`src/rtl/wptr_handler_full.sv`:
```
`default_nettype none
// ============================================================================
//  Module   : wptr_handler_full
//  Purpose  : Write-side pointer and flag logic of a dual-clock async FIFO.
//             Holds the write pointer in binary (RAM address) and Gray
//             (crossed to the read domain). Compares it against the read
//             pointer already synchronised into wclk. From that comparison it
//             produces registered full, almost-full, fill-level and sticky
//             overflow flags.
//  Options  : WPTR_DROP_CNT_EN - when defined, adds the 8-bit saturating
//             dropped-write counter output wDropCnt.
//  Revision : 1.0 - initial release
// ============================================================================
module wptr_handler_full #(
    parameter int ADDR_SIZE    = 12,
    parameter int AFULL_THRESH = 2**ADDR_SIZE - 4
) (
    input  logic                 wclk,
    input  logic                 wrst,
    input  logic                 winc,
    input  logic [ADDR_SIZE:0]   rptr_s,
    input  logic                 wOvfClr,
    output logic [ADDR_SIZE-1:0] waddr,
    output logic [ADDR_SIZE:0]   wptr,
    output logic                 wFull,
    output logic                 wAlmostFull,
    output logic [ADDR_SIZE:0]   wLevel,
    output logic                 wOverflow
`ifdef WPTR_DROP_CNT_EN
    ,
    output logic [7:0]           wDropCnt
`endif
);

    // Threshold resized to the pointer width so the level compare is width-matched.
    localparam logic [ADDR_SIZE:0] c_AFULL_THRESH = (ADDR_SIZE+1)'(AFULL_THRESH);

    // Registered state
    logic [ADDR_SIZE:0] r_wbin;
    logic [ADDR_SIZE:0] r_wptr;
    logic               r_full;
    logic               r_afull;
    logic [ADDR_SIZE:0] r_level;
    logic               r_ovf;

    // Next-state combinational terms
    logic               w_wen;
    logic               w_drop;
    logic [ADDR_SIZE:0] w_wbinnext;
    logic [ADDR_SIZE:0] w_wgraynext;
    logic [ADDR_SIZE:0] w_rbin_s;
    logic [ADDR_SIZE:0] w_level_next;
    logic [ADDR_SIZE:0] w_full_cmp;

    // A write is accepted only while not full; a write attempted while full is dropped.
    assign w_wen  = winc & ~r_full;
    assign w_drop = winc &  r_full;

    assign w_wbinnext  = r_wbin + (ADDR_SIZE+1)'(w_wen);
    assign w_wgraynext = (w_wbinnext >> 1) ^ w_wbinnext;

    // Gray-to-binary of the synchronised read pointer: each bit is the XOR of all Gray bits at or above it.
    always_comb begin
        w_rbin_s = '0;
        for (int i = 0; i <= ADDR_SIZE; i++) begin
            w_rbin_s[i] = ^(rptr_s >> i);
        end
    end

    // Modular difference; the pointer-domain wrap bit lets this reach exactly 2**ADDR_SIZE when full.
    assign w_level_next = w_wbinnext - w_rbin_s;

    // Full in Gray terms: the top two bits are inverted relative to the read pointer, and the rest are equal.
    assign w_full_cmp = {~rptr_s[ADDR_SIZE:ADDR_SIZE-1], rptr_s[ADDR_SIZE-2:0]};

    // Pointer registers advance every edge by the accepted-write amount.
    always_ff @(posedge wclk or negedge wrst) begin
        if (!wrst) begin
            r_wbin <= '0;
            r_wptr <= '0;
        end else begin
            r_wbin <= w_wbinnext;
            r_wptr <= w_wgraynext;
        end
    end

    // Status flags are computed from the next pointer, so they track the edge that changes occupancy.
    always_ff @(posedge wclk or negedge wrst) begin
        if (!wrst) begin
            r_full  <= 1'b0;
            r_afull <= 1'b0;
            r_level <= '0;
        end else begin
            r_full  <= (w_wgraynext == w_full_cmp);
            r_afull <= (w_level_next >= c_AFULL_THRESH);
            r_level <= w_level_next;
        end
    end

    // Sticky overflow: a drop in the same cycle as a clear keeps the flag set.
    always_ff @(posedge wclk or negedge wrst) begin
        if (!wrst) begin
            r_ovf <= 1'b0;
        end else if (w_drop) begin
            r_ovf <= 1'b1;
        end else if (wOvfClr) begin
            r_ovf <= 1'b0;
        end
    end

`ifdef WPTR_DROP_CNT_EN
    logic [7:0] r_drop_cnt;

    // Saturating count of dropped writes; a clear that coincides with a drop restarts the count at one.
    always_ff @(posedge wclk or negedge wrst) begin
        if (!wrst) begin
            r_drop_cnt <= 8'd0;
        end else if (w_drop) begin
            if (wOvfClr) begin
                r_drop_cnt <= 8'd1;
            end else if (r_drop_cnt != 8'hFF) begin
                r_drop_cnt <= r_drop_cnt + 8'd1;
            end
        end else if (wOvfClr) begin
            r_drop_cnt <= 8'd0;
        end
    end

    assign wDropCnt = r_drop_cnt;
`endif

    assign waddr       = r_wbin[ADDR_SIZE-1:0];
    assign wptr        = r_wptr;
    assign wFull       = r_full;
    assign wAlmostFull = r_afull;
    assign wLevel      = r_level;
    assign wOverflow   = r_ovf;

endmodule
`default_nettype wire

```
`config.mk`:
```
export PLATFORM = sky130hd
export DESIGN_NAME = wptr_handler_full
export DESIGN_NICKNAME = d
export VERILOG_FILES = /design/src/rtl/wptr_handler_full.sv
export SDC_FILE = /design/constraint.sdc
export NUM_CORES = 1
export LEC_CHECK = 0
export BUFFER_PORTS_ARGS = -buffer_cell sky130_fd_sc_hd__buf_4
export CAP_MARGIN = 40
export CORE_MARGIN = 2
export CORE_UTILIZATION = 44
export DETAILED_ROUTE_END_ITERATION = 6
export PLACE_DENSITY = 0.73
export SETUP_SLACK_MARGIN = 0.3
export SLEW_MARGIN = 10
export SYNTH_ARGS = -nofsm -noshare
export SYNTH_HDL_FRONTEND = slang
export SYNTH_SLANG_ARGS = --single-unit
```
`constraint.sdc`:
```
create_clock -name wclk -period 3.2 [get_ports wclk]
set_input_delay 0.64 -clock wclk [delete_from_list [all_inputs] [get_ports wclk]]
set_output_delay 0.64 -clock wclk [all_outputs]
set_load 0.005 [all_outputs]
```
== Word-level counts from Yosys, hierarchy flattened ==
Index checks and enable logic that the tools add are counted.
Storage, ports and cells
  bits in read-only memories: 0
  latch bits: 0
  bits in writable memories: 0
  word-level logic and storage cells: 31
  memories kept: 0
  register bits after elaboration: 42
  input port bits: 17
  output and inout bits: 41
Cells by class
  $mul: 0
  equality and inequality tests: 1
  reduce and logical (&&, ||, !) cells: 14
  bitwise operators: 5
  add/subtract/negate cells: 2
  div/mod/pow operators: 0
  $lt $le $gt $ge: 1
  multiplexer cells: 2
  shifts and indexed selects: 0
Operators by type and width (number)
  $reduce_xor A13 Y1: 13
  $add A13 B1 Y13: 1
  $eq A13 B13 Y1: 1
  $ge A13 B12 Y1 const B: 1
  $sub A13 B13 Y13: 1
  $xor A12 B13 Y13: 1
  $and A1 B1 Y1: 2
  $mux W1: 2
  $not A2 Y2: 1
  $reduce_bool A2 Y1: 1
  $not A1 Y1: 1

== Logic depth before layout (Yosys ltp) ==
Gate-level depths: netlist of the first run.
  depth after elaboration: 5
  mapped depth: 18
  gate-level depth less buffers: 18

== Worst setup path after synthesis of the first run ==
No wires, ideal clock.
  path kind: input port to flip-flop
  start: input port rptr_s[10]
  end: register r_afull, in the netlist wAlmostFull
  setup slack: -1.820 ns
  arrival time: 4.899 ns
  path buffers: 0
  data required time: 3.080 ns
  library setup time: 0.120 ns
  cell stages on the path: 18
  cells stage by stage: xor3_2 -> xnor3_2 -> xnor2_2 -> xnor2_1 -> xor2_1 -> xor2_1 -> xor2_1 -> ha_1 -> fa_1 -> nor2b_1 -> o21ai_0 -> a2111oi_0 -> a2111oi_0 -> a221oi_1 -> o41a_1 -> a31oi_1 -> xnor2_1 -> a41o_1
On the way
  cells in the longest elaborated chain, start to end: 3
  elaborated cells on any way between the ends: 13
  classes of those cells: add/sub: 1; order compare: 1; reduce/logical: 11
Ends and longest elaborated chain
  from (decl): line 21  | input logic [ADDR_SIZE:0] rptr_s,
  $reduce_xor A13 Y1: line 66  | w_rbin_s[i] = ^(rptr_s >> i);
  $sub A13 B13 Y13 (*): line 71  | assign w_level_next = w_wbinnext - w_rbin_s;
  net w_level_next[12]: line 52  | logic [ADDR_SIZE:0] w_level_next;
  $ge A13 B12 Y1 (*): line 95  | r_afull <= (w_level_next >= c_AFULL_THRESH);
  to (signal assigned): line 95
  to (decl): line 42  | logic r_afull;
Mark *: on every way through the listed nets, which the timed path passes. The rest lies on a longest branch.
A chain may end at the register's enable or synchronous reset.

== Worst setup path in the final report of the first run ==
Ends and elaborated chain as after synthesis.

==> results_dict.tcl, run 1 <==
set metrics [dict create \
    required_ns 3.38 \
    regArea_um2 1030 \
    detail_route.wl_per_cell_um 15.3 \
    grt_pass1_wl_um 10300 \
    syn-num-nets 248 \
    num_io_pins 58 \
    fin_nets 395 \
    p_switching_mw 1.60 \
    cts.clk_slew.worst_paths_ns 0.09 \
    p_comb_share_pct 71.2 \
    drtIter0Drc 118 \
    core_um2 5140 \
    synth-main-ff-cell "dfrtp_1" \
    grt_pass1_vias 2204 \
    critPathLaunchType "primary input" \
    layout_setup_ws_ns -1.37 \
    drv_slew 0 \
    power_frac_seq_pct 18.5 \
    place.port_buffers 57 \
    worstRegToRegCells 15 \
    critPathMaxStageDelay_ns 0.39 \
    die_area_um2 5980 \
    hold_viol 0 \
    cts_root_buf "clkbuf_8" \
    violations "setup timing" \
    internal_power_mw 2.65 \
    avgSynthCellArea_um2 10.9 \
    holdCritPathClass "primary input to async pin" \
    die_h_um 77.3 \
    p_leak_nw 1.98 \
    max-slew-margin-rel_pct 62.4 \
    cts_sinks 41 \
    drt_wl_total_um 6680 \
    period_share_pct 143 \
    grt_antenna_before_repair 0 \
    htreeDepth 2 \
    rsz0062_at_grt "yes" \
    yosysTopAreaCell "dfrtp_1" \
    p_clk_share_pct 10.3 \
    synth.most_common_cell "dfrtp_1" \
    final.min_clock_period_ns 4.57 \
    yosysTopAreaCellShare_pct 43.4 \
    synth_cell_types 41 \
    first_pass_iters 4 \
    synthTopCellsByCount "41 x dfrtp_1, 32 x xnor2_1, 28 x xor2_1" \
    place_hpwl_um 4480 \
    outcome "finished with violations" \
    ys_warn_count 0 \
    yosysSeqAreaShare_pct 43.4 \
    cts_tree "yes" \
    die_width_um 77.3 \
    synth_edf_count 0 \
    fp-row-count 26 \
    syn2layout_area_growth_pct 63.2 \
    slowest_stage "xor3_2" \
    worst_slew_pin_slew_ns 0.561 \
    synth_area_leaders "dfrtp_1 43%, xnor2_1 12%, xor2_1 10%, ha_1 6.9%, inv_1 4.0%" \
    endpoint_kind "register" \
    ys_ff_latch 41 \
    cp.arrival_ns 4.75 \
    multi_input_comb_area_um2 1460 \
    setup_violations 12 \
    cap_viol_max_count 0 \
    async_flop_share_pct 100 \
    start_util_pct 46.0 \
    synthesis.area_um2 2360 \
    num-fill-cells 336 \
    finClkSkew_ns 0.00871 \
    grt_remaining_overflow 0 \
    cp_cell_sequence "buf_6, xor3_2, xnor3_2, xnor2_4, xnor2_2, xor2_2, xor2_2, xor2_1, ha_2, fa_2, nor2b_4, o21ai_4, a2111oi_4, a2111oi_4, a221oi_2, o41a_1, a31oi_1, xnor2_1, a41o_1" \
    path_max_fanout 2 \
    p_per_area_nw_per_um2 1100 \
    insertion_delay_ns 0.29 \
    max_clock_freq_mhz 219 \
    vdd_drop_max_uv 1070 \
    drive_gt1_share_pct 50.4 \
    power_mw 4.25 \
    cts_max_path_buffers 2 \
    gp_congestion 0.803 \
    postRouteAntennaNets 0 \
    n_antenna_cell 0 \
    synth_cells 217 \
    grt_use_total_pct 22.3 \
    swShare_pct 37.6 \
    crit_type "primary input to register" \
    routed_via_density 4.86 \
    numCtsBuffers 5 \
    finalSetupTns_ns -9.70 \
    grt_max_degree 42 \
    vias 2116 \
    drcViolationCount 0 \
]
what timing repair did:
item / CTS / global route
pin swaps: 18 / 14
hold buffers: 0 / 0
setup buffers: 5 / 3
gates cloned: 0 / 0
endpoints found under the setup margin: 13 / 14
resized for setup: 22 / 10
metal layers:
layer / GRT usage, % / vias up / part of all wire (%)
met5: 0 / - / 0
met4: 7.32 / 0 / 1.7
met3: 4.12 / 13 / 4.0
met2: 39.6 / 68 / 55
met1: 27.2 / 1019 / 40
li1: - / 1016 / -
cell families (layout without fill, tap and decap cells):
family,Yosys count,in the layout,share of synthesized area [%]
buffers and inverters,26,174,4.18
AO/OA/AOI/OAI,26,26,8.73
adder cells (fa/ha/maj),15,15,8.15
AND/OR/NAND/NOR,45,45,9.89
XOR/XNOR,64,64,25.7
flip-flops,41,41,43.4
critical path, delay by kind of cell:
family                   cells  cell delay, ns
AND/OR/NAND/NOR              1            0.17
buffers and inverters        1            0.09
AO/OA/AOI/OAI                7            1.36
XOR/XNOR                     8            1.92
adder cells (fa/ha/maj)      2            0.56
power groups by stage:
stage	Clock (mW)	Combinational (mW)	Sequential, mW
global route	0.462	3.27	0.809
finish	0.438	3.03	0.788
floorplan	0	1.14	0.802
global placement	0	2.33	0.791
CTS	0.445	2.73	0.789
detailed placement	0	2.38	0.798
cell type report:
| type | instances | area share, % |
|---|---|---|
| well taps | 70 | 2.27 |
| inverters | 25 | 2.43 |
| flip-flops and latches | 41 | 26.6 |
| clock buffers | 6 | 2.14 |
| clock inverters | 2 | 0.972 |
| repair buffers | 141 | 27.9 |
| multi-input cells | 150 | 37.7 |
through the flow:
stage	cell area, um2	hold WS, ns	utilization, %	std cells	setup slack (ns)
finish	3860	0.315	75.1	435	-1.37
global route	3860	0.358	75.1	435	-1.52
CTS	3770	0.332	73.4	432	-1.31
detailed placement	3490	0.523	67.9	419	-1.77
global placement	3490	0.516	67.9	419	-1.54
floorplan	2410	0.344	-	217	-1.53
registers in the layout, summed over array words and instances (netlist names):
name / count
r_wbin: 13
wFull: 1
wOverflow: 1
wptr: 12
wAlmostFull: 1
wLevel: 13
cells in the final DEF, fill, tap and decap left out, drive strengths merged, types with 3 or more instances in the layout:
master / n
nor2b: 3
xnor2: 34
and3: 7
xor2: 28
ha: 13
nand3: 5
dfrtp: 41
clkbuf: 6
nor2: 9
o21ai: 5
inv: 25
nand2: 11
buf: 141
a21oi: 4
path summary, 6_finish.rpt:
path | startpoint | end | slack [ns]
min in group wclk | wOverflow$_DFFE_PN0P_ | wOverflow$_DFFE_PN0P_ | 0.53
min reg2reg | wOverflow$_DFFE_PN0P_ | wOverflow$_DFFE_PN0P_ | 0.53
max reg2reg | wFull$_DFF_PN0_ | wAlmostFull$_DFF_PN0_ | -0.16
min | wrst | wLevel[4]$_DFF_PN0_ | 0.31
max | rptr_s[10] | wAlmostFull$_DFF_PN0_ | -1.37
max in group asynchronous | wrst | r_wbin[1]$_DFF_PN0_ | 2.52
(Power assumes the default switching activity.)
==> inputs of run 2 (changes only) <==
Settings changed: PLACE_DENSITY 0.73 to 0.71.
Clock period 3.2 ns to 5.1 ns, I/O delays scaled along.
==> run 2 against run 1 <==
Net effect:
- the run now ends clean
- sequential share of layout area rose by 5.4 points
- sequential cell count stayed put
- sequential power fell by 37%
- die area stayed put
- clock power down 52%
- critical path type unchanged
==> results_dict.tcl, run 2 (synthesis results as in run 1) <==
set metrics [dict create \
    slowest_stage "xor3_2" \
    start_util_pct 46.0 \
    max_clock_freq_mhz 209 \
    rsz0062_at_grt "yes" \
    grt_pass1_vias 1816 \
    die_width_um 77.3 \
    vdd_drop_max_uv 348 \
    gp_congestion 0.769 \
    htreeDepth 2 \
    crit_family "XOR/XNOR gates" \
    critPathMaxStageDelay_ns 0.40 \
    routed_via_density 4.85 \
    detail_route.wl_per_cell_um 13.6 \
    cts.clk_slew.worst_paths_ns 0.08 \
    cts_max_path_buffers 2 \
    required_ns 5.29 \
    drtIter0Drc 75 \
    finClkSkew_ns 0.00494 \
    drt_wl_total_um 5000 \
    cts_tree "yes" \
    setup_violations 0 \
    final.min_clock_period_ns 4.78 \
    power_mw 1.87 \
    p_leak_nw 1.61 \
    place_hpwl_um 3740 \
    num_io_pins 58 \
    p_per_area_nw_per_um2 584 \
    outcome "finished clean" \
    final_cell_mix "73 x buf_4, 41 x dfrtp_1, 30 x xnor2_1" \
    grt_antenna_before_repair 0 \
    cts_sinks 41 \
    holdCritPathClass "register to register" \
    drv_slew 0 \
    crit_type "primary input to register" \
    worst-path-buf-inv 1 \
    grt_use_total_pct 17.8 \
    worst_slew_pin_slew_ns 0.519 \
    path_max_fanout 2 \
    final_common_cell "buf_4" \
    die_h_um 77.3 \
    insertion_delay_ns 0.30 \
    endpoint_kind "register" \
    dp.cells 355 \
    core_um2 5140 \
    n_antenna_cell 0 \
    critPathLaunchType "primary input" \
    cp_cell_sequence "buf_8, xor3_2, xnor3_2, xnor2_4, xnor2_2, xor2_2, xor2_2, xor2_1, ha_2, fa_2, nor2b_4, o21ai_2, a2111oi_4, a2111oi_4, a221oi_2, o41a_1, a31oi_2, xnor2_2, a41o_1" \
    cap_viol_max_count 0 \
    grt_remaining_overflow 0 \
    max-slew-margin-rel_pct 65.4 \
    fin_hold_ws_ns 0.531 \
    drcViolationCount 0 \
    final_cells 368 \
    vias 1783 \
    die_area_um2 5980 \
    cp.arrival_ns 4.97 \
    numCtsBuffers 5 \
    syn2layout_area_growth_pct 35.8 \
    drive_gt1_share_pct 34.2 \
    hold_viol 0 \
    place.port_buffers 57 \
    postRouteAntennaNets 0 \
    first_pass_iters 4 \
    period_share_pct 93.8 \
    cts_root_buf "clkbuf_8" \
    fp-row-count 26 \
    grt_max_degree 42 \
    grt_pass1_wl_um 8350 \
    fin_nets 328 \
]
-- run 2: changes by cell type in the layout (fill, tap and decap cells not counted), moves of 4 or more --
cell,previous run,this run
xnor2_1,25,30
buf_4,136,73
xnor2_2,7,3
buf_6,5,0
-- run 2: final timing paths --
kind | from | to | slack [ns] | cells past startpoint
setup reg to reg | wFull$_DFF_PN0_ | wAlmostFull$_DFF_PN0_ | 1.45 | 14
max in group asynchronous | wrst | r_wbin[8]$_DFF_PN0_ | 4.04 | 1
hold / removal | wOverflow$_DFFE_PN0P_ | wOverflow$_DFFE_PN0P_ | 0.53 | 2
min in group asynchronous | wrst | wLevel[11]$_DFF_PN0_ | 0.68 | 1
setup / recovery | rptr_s[12] | wAlmostFull$_DFF_PN0_ | 0.32 | 19
hold reg to reg | wOverflow$_DFFE_PN0P_ | wOverflow$_DFFE_PN0P_ | 0.53 | 2
-- run 2: power by group --
part           switching (mW)  internal, mW  leakage (nW)
Sequential             0.0539         0.439         0.516
Clock                   0.115        0.0945        0.0439
Combinational           0.584         0.587          1.05
Total                   0.754          1.12          1.61
-- run 2: metal layers --
metal	part of all wire (%)	global-route usage, %	vias up
li1	-	-	879
met1	45	23.1	859
met2	50	30.0	38
met3	3.5	3.06	7
met4	1.5	5.89	0
met5	0	0	-
-- run 2: final cells by class --
cell class              count  area (um2)
multi-input cells         150        1350
well taps                  70        87.6
inverters                  25        93.8
clock buffers               5        68.8
repair buffers             74         563
clock inverters             3        17.5
fillers                   423        1930
flip-flops and latches     41        1030
-- run 2: worst reg2reg max path: stages, from the launching register on --
cell and delay [ns]:
dfrtp_1 0.40, nor2b_1 0.19, ha_1 0.26, xor2_1 0.40
inv_1 0.20, fa_2 0.45, nor2b_4 0.13, o21ai_2 0.08
a2111oi_4 0.36, a2111oi_4 0.08, a221oi_2 0.28, o41a_1 0.21
a31oi_2 0.12, xnor2_2 0.16, a41o_1 0.21
-- run 2: metrics by stage --
stage / setup TNS [ns] / utilization, % / setup slack, ns / cell area, um2
floorplan: -0.00878 / - / -0.00878 / 2400
global placement: -0.0314 / 58.4 / -0.0314 / 3000
detailed placement: -0.132 / 58.4 / -0.104 / 3000
CTS: 0 / 61.5 / 0.293 / 3160
global route: 0 / 62.5 / 0.112 / 3210
finish: 0 / 62.5 / 0.317 / 3210
-- run 2: what timing repair did --
action / in CTS / in global routing
buffers inserted: 3 / 2
gates resized for setup: 8 / 5
hold buffers: 0 / 0
setup endpoints to repair: 2 / 3
pin swaps: 15 / 8
cloned: 0 / 0
==> inputs of run 3 (changes only) <==
Settings changed: CAP_MARGIN 40 to 20, CORE_UTILIZATION 44 to 35, PLACE_DENSITY 0.71 to 0.59.
Clock period 5.1 ns to 4.8 ns, I/O delays scaled along.
==> run 3 against run 2 <==
Net effect:
- global-route usage down 2.6 points
- routed wire length up 8.3%
- sequential power up 6.1%
- setup slack worse by 0.24 ns
- critical path depth unchanged
- power up 21%
- final area up 6.0%
- clock-buffer cell count up 1
- die area up 24%
- register-to-register slack worse by 0.21 ns
- critical path type unchanged
==> results_dict.tcl, run 3 (synthesis results as in run 1) <==
set metrics [dict create \
    outcome "finished clean" \
    hold_viol 0 \
    final_cells 395 \
    holdCritPathClass "register to register" \
    vdd_drop_max_uv 413 \
    place.port_buffers 57 \
    grt_max_degree 42 \
    cp-endpoint "wAlmostFull$_DFF_PN0_" \
    path_max_fanout 2 \
    grt_pass1_wl_um 8650 \
    syn2layout_area_growth_pct 43.9 \
    cap_viol_max_count 0 \
    setup_violations 0 \
    grt_antenna_before_repair 0 \
    n_antenna_cell 0 \
    p_clk_share_pct 10.5 \
    p_comb_share_pct 66.5 \
    cts_sinks 41 \
    final.min_clock_period_ns 4.72 \
    required_ns 5.00 \
    detail_route.wl_per_cell_um 13.7 \
    power_frac_seq_pct 23.0 \
    final_common_cell "buf_4" \
    final_cell_area_um2 3400 \
    worst_slew_pin_slew_ns 0.529 \
    gp_congestion 0.802 \
    rsz0062_at_grt "yes" \
    crit_type "primary input to register" \
    grt_use_total_pct 15.2 \
    first_pass_iters 4 \
    place_hpwl_um 4010 \
    die_area_um2 7430 \
    startpoint "rptr_s[10]" \
    finClkSkew_ns 0.00499 \
    start_util_pct 36.6 \
    drive_gt1_share_pct 39.3 \
    dp.cells 378 \
    period_share_pct 98.4 \
    fin_util_pct 52.7 \
    dpl_cell_area_um2 3130 \
    htreeDepth 2 \
    insertion_delay_ns 0.30 \
    routed_via_density 4.55 \
    cts_tree "yes" \
    max-slew-margin-rel_pct 64.5 \
    drv_slew 0 \
    cts_max_path_buffers 2 \
    fp-row-count 29 \
    vias 1799 \
    p_leak_nw 1.71 \
    internal_power_mw 1.39 \
    p_per_area_nw_per_um2 668 \
    drtIter0Drc 73 \
    final_cell_mix "91 x buf_4, 41 x dfrtp_1, 31 x xnor2_1" \
    worstReg2RegStart "wFull$_DFF_PN0_" \
    die_h_um 86.2 \
    r2r_end "wAlmostFull$_DFF_PN0_" \
    fin_nets 349 \
    cts_root_buf "clkbuf_8" \
    grt_pass1_vias 1744 \
    drcViolationCount 0 \
    r2r_setup_slack_ns 1.24 \
    p_switching_uw 878 \
    critPathLaunchType "primary input" \
    grt_remaining_overflow 0 \
    worstRegToRegCells 14 \
    cts.clk_slew.worst_paths_ns 0.08 \
    drt_wl_total_um 5410 \
    core_um2 6460 \
    postRouteAntennaNets 0 \
    endpoint_kind "register" \
    max_clock_freq_mhz 212 \
    cp.arrival_ns 4.92 \
    die_width_um 86.2 \
    numCtsBuffers 5 \
    swShare_pct 38.7 \
    num_io_pins 58 \
    fin_hold_ws_ns 0.514 \
    postCtsHoldBufs 0 \
]
[run 3: final cells by class]
cell class | instances | area [um2]
clock buffer | 6 | 82.6
clock inverter | 1 | 7.51
fill | 592 | 3060
inverter | 25 | 93.8
multi-input combinational | 150 | 1370
sequential | 41 | 1030
tap | 77 | 96.3
timing repair buffer | 95 | 728
[run 3: metal layers]
metal | global-route usage (%) | wire length, um | share of wire (%)
met1 | 21.6 | 2560 | 47
met2 | 22.7 | 2570 | 47
met3 | 3.05 | 190 | 3.5
met4 | 6.25 | 96 | 1.8
met5 | 0 | 0 | 0
[run 3: worst min path at each step]
stage                    startpoint                     to  depth (start not counted)
global placement    wFull$_DFF_PN0_  wOverflow$_DFFE_PN0P_                          2
detailed placement  wFull$_DFF_PN0_  wOverflow$_DFFE_PN0P_                          2
CTS                 wFull$_DFF_PN0_  wOverflow$_DFFE_PN0P_                          2
global route        wFull$_DFF_PN0_  wOverflow$_DFFE_PN0P_                          2
finish              wFull$_DFF_PN0_  wOverflow$_DFFE_PN0P_                          2
floorplan           wFull$_DFF_PN0_  wOverflow$_DFFE_PN0P_                          2
[run 3: power groups by stage]
stage / Combinational (mW) / Clock, mW / Sequential [mW]
floorplan: 0.749 / 0 / 0.535
global placement: 1.28 / 0 / 0.530
detailed placement: 1.28 / 0 / 0.530
CTS: 1.39 / 0.247 / 0.525
global route: 1.66 / 0.261 / 0.535
finish: 1.51 / 0.238 / 0.523
[run 3: per-stage QoR]
step	power (mW)	setup WS, ns	setup TNS [ns]
after floorplan	1.28	-0.249	-0.328
after global placement	1.81	-0.304	-0.777
after detailed placement	1.81	-0.368	-0.967
after CTS	2.17	0.135	0
after global routing	2.45	-0.136	-0.277
final	2.27	0.0769	0
[run 3: worst max-delay path: stages]
cell       delay, ns
buf_6           0.09
xor3_2          0.39
xnor3_2         0.31
xnor2_4         0.16
xnor2_2         0.23
xor2_2          0.25
xor2_2          0.19
xor2_1          0.18
ha_2            0.22
fa_2            0.24
nor2b_4         0.05
o21a_1          0.16
o2111a_1        0.25
a2111oi_4       0.21
a221oi_2        0.11
o41a_1          0.34
a31oi_1         0.21
xnor2_1         0.12
a41o_1          0.22
[run 3: timing repair]
| item | CTS | global route |
|---|---|---|
| endpoints found under the hold margin | 0 | 0 |
| setup endpoints to repair | 4 | 7 |
| buffers inserted | 6 | 4 |
| resized for setup | 8 | 13 |
| pin swaps | 11 | 8 |
